File: src/rtl/tea_cbc_ctrl.sv
// CBC chaining front-end for the TEA cipher/decipher core: XORs the chain value
// around the core, drives its start/data inputs, and hands results out on valid/ready.
module tea_cbc_ctrl #(
    parameter int WORD_SIZE = 32,
    parameter int MAX_WAIT  = 1024,
    parameter int CNT_W     = 11
) (
    input  logic                 clk,
    input  logic                 rst,
    input  logic                 iMode,
    input  logic                 iIVLoad,
    input  logic [WORD_SIZE-1:0] iIV0,
    input  logic [WORD_SIZE-1:0] iIV1,
    input  logic                 iValid,
    output logic                 oReady,
    input  logic [WORD_SIZE-1:0] iD0,
    input  logic [WORD_SIZE-1:0] iD1,
    output logic [WORD_SIZE-1:0] oV0,
    output logic [WORD_SIZE-1:0] oV1,
    output logic                 oStartCipher,
    output logic                 oStartDecipher,
    input  logic [WORD_SIZE-1:0] iC0,
    input  logic [WORD_SIZE-1:0] iC1,
    input  logic                 iDone,
    output logic                 oValid,
    input  logic                 iReady,
    output logic [WORD_SIZE-1:0] oQ0,
    output logic [WORD_SIZE-1:0] oQ1,
    output logic                 oError
);
    localparam int BW = 2 * WORD_SIZE;

    typedef enum logic [1:0] {IDLE = 2'd0, RUN = 2'd1, OUT = 2'd2, GAP = 2'd3} state_t;

    state_t           state, stateNext;
    logic [BW-1:0]    chain, blkV, savedIn, resQ;
    logic [BW-1:0]    inBlk, coreRes;
    logic             modeDec, readyEn, errFlag;
    logic             ivLoad, accept, timeout;
    logic [CNT_W-1:0] waitCnt;

    assign inBlk   = {iD0, iD1};
    assign coreRes = {iC0, iC1};

    // readyEn keeps oReady low while reset is held, so every output reads 0 in reset.
    assign ivLoad  = (state == IDLE) && iIVLoad;
    assign oReady  = (state == IDLE) && readyEn && !iIVLoad;
    assign accept  = oReady && iValid;
    assign timeout = (waitCnt == CNT_W'(MAX_WAIT - 1));

    assign oV0            = blkV[BW-1:WORD_SIZE];
    assign oV1            = blkV[WORD_SIZE-1:0];
    assign oQ0            = resQ[BW-1:WORD_SIZE];
    assign oQ1            = resQ[WORD_SIZE-1:0];
    assign oStartCipher   = (state == RUN) && !modeDec;
    assign oStartDecipher = (state == RUN) && modeDec;
    assign oValid         = (state == OUT);
    assign oError         = errFlag;

    always_comb begin
        stateNext = state;
        case (state)
            IDLE: if (accept) stateNext = RUN;
            RUN: begin
                if (iDone)        stateNext = OUT;
                else if (timeout) stateNext = GAP;
            end
            OUT:  if (iReady) stateNext = GAP;
            GAP:  stateNext = IDLE;
            default: stateNext = IDLE;
        endcase
    end

    always_ff @(posedge clk or negedge rst) begin
        if (!rst) begin
            state   <= IDLE;
            readyEn <= 1'b0;
            chain   <= '0;
            blkV    <= '0;
            savedIn <= '0;
            resQ    <= '0;
            modeDec <= 1'b0;
            errFlag <= 1'b0;
            waitCnt <= '0;
        end else begin
            state   <= stateNext;
            readyEn <= 1'b1;
            if (ivLoad) begin
                chain   <= {iIV0, iIV1};
                modeDec <= iMode;
                errFlag <= 1'b0;
            end
            if (accept) begin
                blkV    <= modeDec ? inBlk : (inBlk ^ chain);
                savedIn <= inBlk;
                waitCnt <= '0;
            end
            if (state == RUN) begin
                if (iDone) begin
                    // Decrypt un-chains with the old chain, then chains on the ciphertext.
                    resQ  <= modeDec ? (coreRes ^ chain) : coreRes;
                    chain <= modeDec ? savedIn : coreRes;
                end else if (timeout) begin
                    errFlag <= 1'b1;
                end else if (waitCnt != '1) begin
                    waitCnt <= waitCnt + CNT_W'(1);
                end
            end
        end
    end
endmodule

File: config.mk
export PLATFORM = sky130hd
export DESIGN_NAME = tea_cbc_ctrl
export DESIGN_NICKNAME = d
export VERILOG_FILES = /design/src/rtl/tea_cbc_ctrl.sv
export SDC_FILE = /design/constraint.sdc
export NUM_CORES = 1
export LEC_CHECK = 0
export CAP_MARGIN = 20
export CORE_MARGIN = 1.5
export CORE_UTILIZATION = 38
export CTS_CLUSTER_DIAMETER = 120
export DETAILED_ROUTE_END_ITERATION = 10
export SYNTH_ARGS = -nofsm -noshare
export SYNTH_HDL_FRONTEND = slang
export SYNTH_SLANG_ARGS = --single-unit
File: constraint.sdc
create_clock -name clk -period 5.01 [get_ports clk]
set_input_delay 0.501 -clock clk [delete_from_list [all_inputs] [get_ports clk]]
set_output_delay 0.501 -clock clk [all_outputs]
set_load 0.1 [all_outputs]
==> run metrics <==
status completed; dominant synthesized flop cell dfrtp_1; core box area 0.0338 sq mm; share of cells above drive strength 1 7.97%; Die Area 0.0358 sq mm; global route overflow 0; I/O pin count 332; max cap viols 0; vias in the first global route 10300; M1 WL 16.2 mm; unrepaired setup endpoints after global routing no; Die Wd 189 um; FMAX 0.307 GHz; Num CTS Buffers 34; P_sw 0.00689 W; WL/cell 16.9 um; CTS sink count 272; DR pass1 iterations 4; H-tree depth 2; count leader, synth nand2_1; # resized after CTS 0; CTS tree yes; # hold bufs at CTS 0; final critical-path required period 3260 ps; via/cell ratio 4.93; Setup TNS Final 0 ps; Worst setup SP type flop; first-pass GRT wire length 56.4 mm; clock root buffer clkbuf_16; period utilization 65.1%; count of cell types in the netlist 41; Top Metal Used met5; Internal Power 0.00678 W; Worst-Skew Late Latency 500 ps; pwr/cell area 768 mW/mm^2; Clock power frac 17.0%; Die Y 189 um; DRC 0; relative slew slack 21.7%; Max FO, Critical Path 5; filler instances 3094; pin count of the biggest net entering global routing 210; Nets 1831; Leak 7.37 nW; antenna violations before repair 3; area delta synth->final 35.3%; post-synthesis sequential area ratio 51.7%; Yosys reg bits 272; total power 0.0137 W; Worst-Margin Slew 1170 ps; WL met2 16.3 mm; Via Count 10300; Initial Utilization 39.0%; synth top area cells dfrtp_1 52%, nand2_1 9.5%, nor2b_1 6.2%; combinational power share 54.4%; Final Max Slew Viols 0; # rows 67; EDFF count, synth 0; Placer Congestion 0.754; setup bufs post-CTS 0; half-perimeter wire length after placement 23.1 mm; Peak supply drop 0.456 mV; syn avg cell area 9.80 sq um; final WL 35.4 mm; clock buffer depth 3; ys async rst share 100%; CP Class flop to primary output; switching portion of total power 50.4%; IO Port Bufs 331; data required time at the worst endpoint 4510 ps; all-layer global routing usage 19.7%; Worst Hold Class input port to async pin; top cells by count, synth 334 x nand2_1, 272 x dfrtp_1, 135 x o21ai_0; CP arrival 2760 ps; top cell type's share of synthesized area 51.7%; Iter 0 DRT Violations 476; synth warn 0; worst-case reg-to-reg path depth 6; Synth area leader dfrtp_1; Cells after Synth 1343; Final setup viols 0; remaining antenna violation count 0; Synth Cell Area 0.0132 sq mm; Syn Nets 1547; clk_skew 18.4 ps; Fin. Hold Viols 0; CTS clk-pin slew, worst paths 50 ps; Seq pwr share 28.6%; Critical Path End Type primary output; routed wl met3 2.22 mm
## path summary, 6_finish.rpt
path | start | endpoint | slack, ps
max | state[0]$_DFFE_PN0P_ | oReady | 1750
min | rst | chain[49]$_DFF_PN0_ | 20
max reg2reg | state[0]$_DFFE_PN0P_ | savedIn[59]$_DFFE_PN0P_ | 2280
min reg2reg | blkV[28]$_DFFE_PN0P_ | blkV[28]$_DFFE_PN0P_ | 480
max in group asynchronous | rst | resQ[9]$_DFFE_PN0P_ | 3850
min in group clk | blkV[28]$_DFFE_PN0P_ | blkV[28]$_DFFE_PN0P_ | 480
## critical path: stages (launching register included)
cell	delay, ps
dfrtp_1	390
inv_1	150
ha_1	260
and3b_1	310
clkdlybuf4s50_1	1170
## per-layer routing
layer	vias up	track usage [%]
li1	5070	-
met1	4935	26.4
met2	255	32.0
met3	42	5.00
met4	4	4.76
met5	-	0
## cells by family (layout without fill, tap and decap cells)
kind of cell               Yosys count  count (layout)  synth area share [%]
AOI/OAI and AO/OA                  278             278                  12.8
buffers and inverters               98             398                  3.44
adders and majority gates            5               5                 0.475
xor gates and xnor gates           130             130                  8.65
other                                1               2                0.0285
and+or+nand+nor                    493             493                  17.2
muxes                               66              66                  5.75
DFF                                272             272                  51.7
## final cells by class
cell class              count  area [sq um]  share of cell area [%]
diodes                      1          2.50                  0.0141
clock buffers              50          1030                    5.81
clock inverters             2          12.5                  0.0703
inverters                   4          15.0                  0.0843
multi-input cells         973          5930                    33.3
flip-flops and latches    272          6810                    38.3
well taps                 448           561                    3.15
repair buffers            342          3440                    19.3
## power by group through the flow
stage,Sequential (W),Combinational [W],Clock [W]
2_1_floorplan,0.00710,0.00247,0
3_3_place_gp,0.00392,0.00740,0
3_5_place_dp,0.00394,0.00748,0
4_1_cts,0.00392,0.00749,0.00239
5_1_grt,0.00405,0.00791,0.00246
6_report,0.00391,0.00744,0.00232
## through the flow
step | utilization, % | setup slack (ps) | hold slack (ps) | area (sq um) | std cells
floorplan | - | 2260 | 205 | 13200 | 1343
finish | 52.7 | 1750 | 19.8 | 17800 | 2092
detailed placement | 49.6 | 2000 | 469 | 16800 | 2039
CTS | 52.7 | 1710 | 68.9 | 17800 | 2091
global route | 52.7 | 1600 | 89.6 | 17800 | 2092
global placement | 49.6 | 2030 | 462 | 16800 | 2039
## sequential cells by signal, summed over array words and instances, names as in the netlist
signal	count
resQ	64
waitCnt	11
readyEn	1
blkV	64
savedIn	64
oError	1
modeDec	1
chain	64
state	2
## placed cells by master, fill, tap and decap left out, types with 2 or more instances in the layout
| cell type | count |
|---|---|
| dfrtp_1 | 271 |
| xnor2_1 | 66 |
| a31oi_1 | 66 |
| ha_1 | 5 |
| clkbuf_1 | 7 |
| nand2_1 | 332 |
| nand3_1 | 8 |
| nor3_1 | 3 |
| a21oi_1 | 2 |
| clkbuf_8 | 6 |
| mux2_2 | 61 |
| a22o_1 | 2 |
| buf_12 | 3 |
| inv_1 | 4 |
| a211oi_1 | 65 |
| o211ai_1 | 2 |
| nor2b_1 | 131 |
| clkdlybuf4s50_1 | 330 |
| mux2_4 | 4 |
| xor2_1 | 64 |
| clkbuf_16 | 37 |
| o21ai_0 | 135 |
| buf_4 | 8 |
| nor2_1 | 5 |
Power figures use the tool's default switching activity.
